**src/rtl/if_stage_pkg.sv**
```systemverilog
// if_stage_pkg: definitions shared by the fetch stage and its BTB.
//   IF_TO_IPD_BUS_WD   width of the IF -> pre-decode bus
//   RESET_PC_DEFAULT   default first fetch address
//   bp_ctr_e           2-bit direction counter encodings
//   bp_upd_t           branch resolution record sent back from ID
package if_stage_pkg;

    localparam int          IF_TO_IPD_BUS_WD = 96;
    localparam logic [31:0] RESET_PC_DEFAULT = 32'h1C00_0000;

    typedef enum logic [1:0] {
        SNT = 2'b00,
        WNT = 2'b01,
        WT  = 2'b10,
        ST  = 2'b11
    } bp_ctr_e;

    typedef struct packed {
        logic        valid;
        logic [31:0] pc;
        logic        taken;
        logic [31:0] target;
    } bp_upd_t;

    // Saturating counter step toward the resolved direction.
    function automatic logic [1:0] ctr_step(input logic [1:0] c, input logic taken);
        logic [1:0] n;
        n = c;
        if (taken) begin
            if (c != ST) n = c + 2'd1;
        end else begin
            if (c != SNT) n = c - 2'd1;
        end
        return n;
    endfunction

endpackage

```
**src/rtl/if_stage_btb_dm.sv**
```systemverilog
// btb_dm: direct-mapped branch target buffer with 2-bit direction counters.
//   clk, reset           clock, synchronous active-high reset (clears valid bits)
//   lookup_pc[31:2]      fetch PC word address
//   hit, ctr, target     combinational lookup result (pre-update contents)
//   upd                  resolution from ID, written at the clock edge
module btb_dm
    import if_stage_pkg::*;
#(
    parameter int ENTRIES = 16
) (
    input  logic        clk,
    input  logic        reset,
    input  logic [31:2] lookup_pc,
    output logic        hit,
    output logic [1:0]  ctr,
    output logic [31:0] target,
    input  bp_upd_t     upd
);

    localparam int IDX   = $clog2(ENTRIES);
    localparam int TAG_W = 30 - IDX;

    logic [ENTRIES-1:0] valid_q;
    logic [TAG_W-1:0]   tag_q    [ENTRIES];
    logic [31:0]        target_q [ENTRIES];
    logic [1:0]         ctr_q    [ENTRIES];

    logic [IDX-1:0]   lk_idx, up_idx;
    logic [TAG_W-1:0] lk_tag, up_tag;
    logic             up_hit;

    assign lk_idx = lookup_pc[IDX+1:2];
    assign lk_tag = lookup_pc[31:IDX+2];
    assign up_idx = upd.pc[IDX+1:2];
    assign up_tag = upd.pc[31:IDX+2];

    assign hit    = valid_q[lk_idx] && (tag_q[lk_idx] == lk_tag);
    assign ctr    = ctr_q[lk_idx];
    assign target = target_q[lk_idx];

    assign up_hit = valid_q[up_idx] && (tag_q[up_idx] == up_tag);

    logic unused_upd_pc;
    assign unused_upd_pc = ^upd.pc[1:0];

    always_ff @(posedge clk) begin
        if (reset) begin
            valid_q <= '0;
        end else if (upd.valid && !up_hit && upd.taken) begin
            valid_q[up_idx] <= 1'b1;
        end
    end

    // Payload needs no reset: it is only observed behind a valid bit.
    always_ff @(posedge clk) begin
        if (!reset && upd.valid) begin
            if (up_hit) begin
                ctr_q[up_idx] <= ctr_step(ctr_q[up_idx], upd.taken);
                if (upd.taken) target_q[up_idx] <= upd.target;
            end else if (upd.taken) begin
                tag_q[up_idx]    <= up_tag;
                target_q[up_idx] <= upd.target;
                ctr_q[up_idx]    <= WT;
            end
        end
    end

endmodule

```
**src/rtl/if_stage.sv**
```systemverilog
// if_stage: instruction fetch. Holds the fetch PC, reads the instruction RAM
// in the transfer cycle and predicts the next PC through a direct-mapped BTB.
//   clk, reset               clock, synchronous active-high reset
//   IPD_allow_in             pre-decode can accept this cycle
//   br_taken_cancel          flush IF and restart at PC_fromID
//   bp_upd_*                 branch resolution from ID (BTB training)
//   IF_to_IPD_valid/_bus     {pred_PC, inst_PC, 32'b0} to pre-decode
//   inst_ram_*               instruction RAM read port (never writes)
module if_stage
    import if_stage_pkg::*;
#(
    parameter logic [31:0] RESET_PC    = RESET_PC_DEFAULT,
    parameter int          BTB_ENTRIES = 16
) (
    input  logic                        clk,
    input  logic                        reset,
    input  logic                        IPD_allow_in,
    input  logic                        br_taken_cancel,
    input  logic [31:0]                 PC_fromID,
    input  logic                        bp_upd_valid,
    input  logic [31:0]                 bp_upd_pc,
    input  logic                        bp_upd_taken,
    input  logic [31:0]                 bp_upd_target,
    output logic                        IF_to_IPD_valid,
    output logic [IF_TO_IPD_BUS_WD-1:0] IF_to_IPD_bus,
    output logic                        inst_ram_en,
    output logic [3:0]                  inst_ram_we,
    output logic [31:0]                 inst_ram_addr,
    output logic [31:0]                 inst_ram_wdata
);

    logic        if_valid;
    logic [31:0] if_pc;
    logic [31:0] pred_pc;
    logic        btb_hit;
    logic [1:0]  btb_ctr;
    logic [31:0] btb_target;
    bp_upd_t     upd;

    assign upd = '{valid: bp_upd_valid, pc: bp_upd_pc,
                   taken: bp_upd_taken, target: bp_upd_target};

    btb_dm #(.ENTRIES(BTB_ENTRIES)) u_btb (
        .clk       (clk),
        .reset     (reset),
        .lookup_pc (if_pc[31:2]),
        .hit       (btb_hit),
        .ctr       (btb_ctr),
        .target    (btb_target),
        .upd       (upd)
    );

    assign pred_pc = (btb_hit && btb_ctr[1]) ? btb_target : if_pc + 32'd4;

    // A cancel kills the instruction currently in IF, so it never reaches
    // pre-decode and the RAM is not read for it.
    assign IF_to_IPD_valid = if_valid & ~br_taken_cancel;
    assign inst_ram_en     = IF_to_IPD_valid & IPD_allow_in;
    assign inst_ram_addr   = if_pc;
    assign inst_ram_we     = 4'b0;
    assign inst_ram_wdata  = 32'b0;
    assign IF_to_IPD_bus   = {pred_pc, if_pc, 32'b0};

    // if_valid rises the first cycle out of reset and stays high; IF always
    // holds an instruction to offer once running.
    always_ff @(posedge clk) begin
        if (reset) begin
            if_valid <= 1'b0;
            if_pc    <= RESET_PC;
        end else begin
            if_valid <= 1'b1;
            if (br_taken_cancel)
                if_pc <= PC_fromID;
            else if (if_valid && IPD_allow_in)
                if_pc <= pred_pc;
        end
    end

endmodule

```
**config.mk**
```make
export PLATFORM = sky130hd
export DESIGN_NAME = if_stage
export DESIGN_NICKNAME = d
export VERILOG_FILES = /design/src/rtl/if_stage_pkg.sv /design/src/rtl/if_stage_btb_dm.sv /design/src/rtl/if_stage.sv
export SDC_FILE = /design/constraint.sdc
export NUM_CORES = 1
export LEC_CHECK = 0
export BUFFER_PORTS_ARGS = -buffer_cell sky130_fd_sc_hd__buf_2
export CAP_MARGIN = 20
export CORE_ASPECT_RATIO = 0.9
export CORE_UTILIZATION = 55
export CTS_BUF_LIST = sky130_fd_sc_hd__clkbuf_16
export DETAILED_ROUTE_END_ITERATION = 16
export GPL_TIMING_DRIVEN = 0
export PLACE_DENSITY = 0.85
export SETUP_SLACK_MARGIN = 0.02
export SLEW_MARGIN = 20
export SYNTH_ARGS = -nofsm -noshare
export SYNTH_HDL_FRONTEND = slang
export SYNTH_SLANG_ARGS = --single-unit
export TNS_END_PERCENT = 1
```
**constraint.sdc**
```tcl
create_clock -name clk -period 5.67 [get_ports clk]
set_input_delay 0.567 -clock clk [delete_from_list [all_inputs] [get_ports clk]]
set_output_delay 0.567 -clock clk [all_outputs]
set_load 0.01 [all_outputs]
```
[Word-level counts from Yosys, hierarchy flattened]
Memory sizes are Yosys's and may differ from the RTL's. A register that Yosys moved wholly into a read port is not among the register bits.
Cells that the tools add are included.
W data, S select, Z words.
Word-level totals
  bits of input ports: 102
  output and inout port bits: 166
  logic and storage cells: 66
  register bits after elaboration: 49
  memory bits (writable): 960
  memories kept: 3
Operators by class
  $add $sub $neg: 3
  magnitude comparators: 3
  reductions and logical operators: 12
  bitwise gates (word level): 6
  muxes and demuxes: 33
  equality and inequality tests: 3
Memory list
  u_btb.target_q: words 16, width 32, read ports 1, clocked after memory_dff 1, write ports 1, RTL line if_stage_btb_dm.sv:25  | logic [31:0] target_q [ENTRIES];
  u_btb.tag_q: words 16, width 26, read ports 2, clocked after memory_dff 1, write ports 1, RTL line if_stage_btb_dm.sv:24  | logic [TAG_W-1:0] tag_q [ENTRIES];
  u_btb.ctr_q: words 16, width 2, read ports 2, clocked after memory_dff 1, write ports 1, RTL line if_stage_btb_dm.sv:26  | logic [1:0] ctr_q [ENTRIES];
Operators with widths (count)
  $mux W32: 4
  $eq A26 B26 Y1: 2
  $add A32 B3 Y32 const B: 1
  $mux W4: 6
  $or A16 B16 Y16: 1
  $mux W1: 14
  $mux W2: 6
  $lt A4 B5 Y1 const B: 2
  $bmux W1 S4: 2
  $logic_and A1 B1 Y1: 8
  $demux W1 S4: 1
  $ge A4 B1 Y1 const B: 1
  $reduce_bool A2 Y1: 2
  $add A2 B1 Y2 const B: 1
  $and A1 B1 Y1: 2
  $logic_not A1 Y1: 2
  $ne A2 B2 Y1 const B: 1
  $or A1 B1 Y1: 2
  $sub A2 B1 Y2 const B: 1
  $not A1 Y1: 1

[Depth between registers and ports, before layout]
  depth in word-level cells: 9
  mapped depth: 15
  mapped depth without buffers: 9

[Modules after synthesis]
From an unflattened synthesis, not the netlist that was laid out.
Unflattened totals
  cell total of the unflattened synthesis: 2503
  area total of the unflattened synthesis: 45448.6 µm²
By module, submodules not included
  btb_dm: times used 1, seq. area each 29148.0 µm², cells each 2009, area an instance 41939.0 µm²
  if_stage: times used 1, seq. area each 660.6 µm², cells each 494, area an instance 3509.6 µm²

[Least setup slack after synthesis]
Ideal clock, no wire load.
  kind: input port to flip-flop
  from: input bp_upd_pc[2]
  to: memory u_btb.tag_q[8][0] (netlist bit) (enable)
  stages: 13
  setup time: 444 ps
  arrival time: 4911 ps
  buffers on the path: 6
  slack: 315 ps
  cell sequence: buf_2 > buf_4 > buf_6 > buf_4 > buf_2 > mux4_2 > mux2i_1 > xnor2_1 > nor3_1 > o211ai_1 > nor4_4 > buf_2 > nor3_1
On the way
  cells in the longest elaborated chain, start to end: 6
  elaborated cells between the ends (all ways): 8
  those cells by class: eq/ne (1); mux (5); reduce/logical (1); memory (1)
RTL lines
  from (decl): RTL line if_stage.sv:21  | input logic [31:0] bp_upd_pc,
  $mem_v2 Z16 W26 / $bmux W1 S4 (equally long branches)
  $eq A26 B26 Y1 / $mux W1 (equally long branches): RTL line if_stage_btb_dm.sv:41  | assign up_hit = valid_q[up_idx] && (tag_q[up_idx] == up_tag);
  $logic_and A1 B1 Y1: RTL line if_stage_btb_dm.sv:41
  $mux W1: RTL line if_stage_btb_dm.sv:57  | if (up_hit) begin
  $mux W1: RTL line if_stage_btb_dm.sv:56  | if (!reset && upd.valid) begin
  $mux W1 (implied by the code): RTL line if_stage_btb_dm.sv:61  | tag_q[up_idx] <= up_tag;
  to (decl): RTL line if_stage_btb_dm.sv:24
Several ways; a longest one is shown, not always the timed one. The select of a mux whose other input is x is not followed.

==> results.cfg <==
[synthesis]
synth-edff-count = 960
yosys-top-cells-area = edfxtp_1 64%, mux4_2 20%, dfxtp_1 2.4%, buf_4 1.9%, mux2i_1 1.4%
ys_async_sr_fraction = 0
ys_ff_latch = 1013
avgSynthCellArea_um2 = 19.6
yosys_warnings = 0
ys_seq_area_frac = 0.666
yosys.area.top_type_share = 0.642
syn_inst = 2287
netlist_area_mm2 = 0.0449
synth_ff_type = edfxtp_1
synth.distinct_cells = 73
synth_top_area_cell = edfxtp_1

[power_and_ir_drop]
pwr_density_cell_mw_per_mm2 = 312
power_leakage_nw = 17.5
irDropWorstVdd_uv = 395

[place]
dpl_cell_area_mm2 = 0.0488
routabilityCongestion = 0.963
port_buffers = 191
dp_hpwl_um = 95700

[die]
core_mm2 = 0.0809
rows = 99
die_h_um = 273
fp.dieW_um = 303
initial_core_util = 0.555
ios = 268
die_area_mm2 = 0.0827

[routing]
initialDrtViolationCount = 5012
drc_errors = 0
wl_per_cell_um = 36.2
num_vias = 28025
ant_nets = 0
via_per_inst = 7.20
routed_wl_um = 141000
drtPass1Iterations = 9

[setup_path]
critPathMaxStageDelay_ps = 490
cp.arrival_ps = 5200
reg2reg_slack_ps = 900
start_kind = register
critPathMostFrequentCell = buf_4
r2r_start = u_btb.tag_q[15][25]
required_ps = 5100
path_cells = buf_4 -> clkinvlp_4 -> buf_4 -> buf_4 -> buf_4 -> a32oi_1 -> nand3_1 -> and4_1 -> nand4_1 -> buf_4 -> buf_12 -> buf_2 -> nor4_4 -> nor2_1 -> buf_2
reg2regPathDepth = 11
crit_fanout = 10
reg2reg_to = u_btb.tag_q[8][16]
critPathKind = register to output port
crit_slowest_cell = buf_2
endpoint_kind = output port

[min_path]
whs_path_depth = 3
hold_path.class = input pin to register
worstHoldStart = PC_fromID[27]
hold-path-endpoint = inst_ram_addr[27]

[clocking]
cts_buffers = 94
clock-sinks = 1013
clk_pin_slew_ps = 60
clk_latency_ps = 700
cts_hold_buf = 0
cts_tree = done
cts_buffer_depth = 3
root_buffer = clkbuf_16
ctsHtreeMaxLevel = 3

[sta]
max_freq_ghz = 0.173
setup_viol_count_final = 5
slew_headroom = 0.240
final-hold-violation-count = 0
slew_violations = 0
worst_pin_slew_ps = 1140
period_share = 1.02
finClkSkew_ps = 28.8
setup_ws_ps = -100
period_needed_ps = 5770

[layout]
final_core_util = 0.649
fin_area_mm2 = 0.0525
fin_nets = 2850
area_delta_synth_final_pct = 16.9
drive_gt1_frac = 0.403

[global_route]
track_usage = 0.341
globalRouteOverflowTotal = 0
first_global_vias = 27128
grt_antenna_before_repair = 26
grt_max_degree = 21
grt_pass1_wl_um = 197000

[status]
status = complete, but fails checks
violations = setup timing

[flow_run]
max_cap_violations = 0
-- timing repair --
item,4_1_cts,5_1_grt
buffers inserted,7,0
resized for setup,108,50
endpoints found under the setup margin,39,31
pin swaps,2,1
-- power breakdown --
group | internal [mW] | switching (mW) | total (mW) | leakage (nW)
registers | 8.25 | 0.0816 | 8.33 | 9.07
clock network | 3.59 | 2.88 | 6.47 | 1.56
logic | 0.658 | 0.909 | 1.57 | 6.83
-- logic make-up (layout without fill, tap and decap cells) --
group	after synthesis	in the layout	share of synthesized area
adders and majority gates	2	2	0.000502
buffers and inverters	271	742	0.0356
DFF	1013	1013	0.666
other	1	76	0.0000836
AOI/OAI and AO/OA	167	167	0.0284
and+or+nand+nor	276	276	0.0342
muxes	476	476	0.219
xor gates and xnor gates	81	81	0.0160
-- flip-flops by register name (all words and copies together), names as in the netlist, named ones only --
| register | cells |
|---|---|
| if_valid | 1 |
| inst_ram_addr | 32 |
| u_btb.ctr_q | 32 |
| u_btb.tag_q | 416 |
| u_btb.target_q | 512 |
| u_btb.valid_q | 16 |
-- how the worst max path moves through the flow --
stage	endpoint	slack [ps]	from
floorplan	u_btb.tag_q[8][0]	310	bp_upd_pc[2]
global placement	u_btb.tag_q[7][8]	-4460	bp_upd_pc[4]
detailed placement	IF_to_IPD_bus[70]	-740	register
CTS	IF_to_IPD_bus[81]	7	register
global route	IF_to_IPD_bus[82]	-50	register
finish	IF_to_IPD_bus[87]	-100	register
-- metal layers --
metal / up-vias / GRT usage / part of all wire
met5: - / 0 / 0.0015
met4: 32 / 0.171 / 0.063
met3: 593 / 0.133 / 0.16
met2: 2902 / 0.522 / 0.46
met1: 14059 / 0.426 / 0.32
li1: 10439 / - / -
-- worst max-delay path: cells and delay by family (launching register included) --
family	cells	cell delay, ps
compound gates	1	480
flops	1	360
buf+inv	9	2590
simple gates	5	1040
-- area by class of cell --
class / instances / area [um2]
antenna: 8 / 20.0
buffer: 264 / 1760
clock buffer: 94 / 2350
clock inverter: 80 / 739
fill: 5139 / 28400
inverter: 6 / 27.5
multi-input combinational: 1070 / 14200
sequential: 1013 / 29900
tap: 1060 / 1330
timing repair buffer: 298 / 2200
-- Yosys cell counts, drive strengths merged, types with 9 or more instances --
master  instances
a21o           19
a21oi           9
a221oi          9
a22oi          32
a31oi          30
buf           191
clkbuf         74
dfxtp          53
edfxtp        960
mux2           11
mux2i          62
mux4          403
nand2          31
nand2b          9
nand3          18
nand4          16
nor2           74
nor3           38
nor4           42
o32ai          27
xnor2          54
xor2           27
-- cell usage in the layout, fill, tap and decap left out, types with 7 or more instances in the layout --
cell,instances
nand2b_1,9
dfxtp_1,52
conb_1,68
nor4_1,21
nand2_1,31
xor2_1,27
clkbuf_2,18
a22oi_1,31
edfxtp_1,960
nor2_1,54
a21oi_1,9
xnor2_1,53
buf_6,33
diode_2,8
a221oi_1,8
inv_1,19
a21o_1,19
nor2_4,16
mux2_2,8
clkinv_2,14
bufinv_16,12
nor3_1,11
a31oi_1,30
buf_16,13
mux2i_1,57
nand4_1,16
clkbuf_1,49
buf_12,12
nor4_4,15
buf_4,182
mux4_2,398
o32ai_1,27
buf_2,236
and3_1,7
clkbuf_16,94
nor3_2,26
nor2b_1,7
nand3_1,18
clkinv_1,26
-- stage by stage --
stage | cells | setup TNS [ps] | power [mW] | hold slack (ps) | setup slack (ps)
6_report | 3893 | -182 | 16.4 | 166 | -100
5_1_grt | 3887 | -89.2 | 16.7 | 154 | -54.6
4_1_cts | 3885 | 0 | 16.3 | 131 | 6.97
3_5_place_dp | 3705 | -49950 | 9.95 | 464 | -739
3_3_place_gp | 3605 | -2219700 | 9.88 | 449 | -4460
2_1_floorplan | 2354 | 0 | 9.38 | 436 | 315
Note: power is estimated with default switching activity, not from simulation.
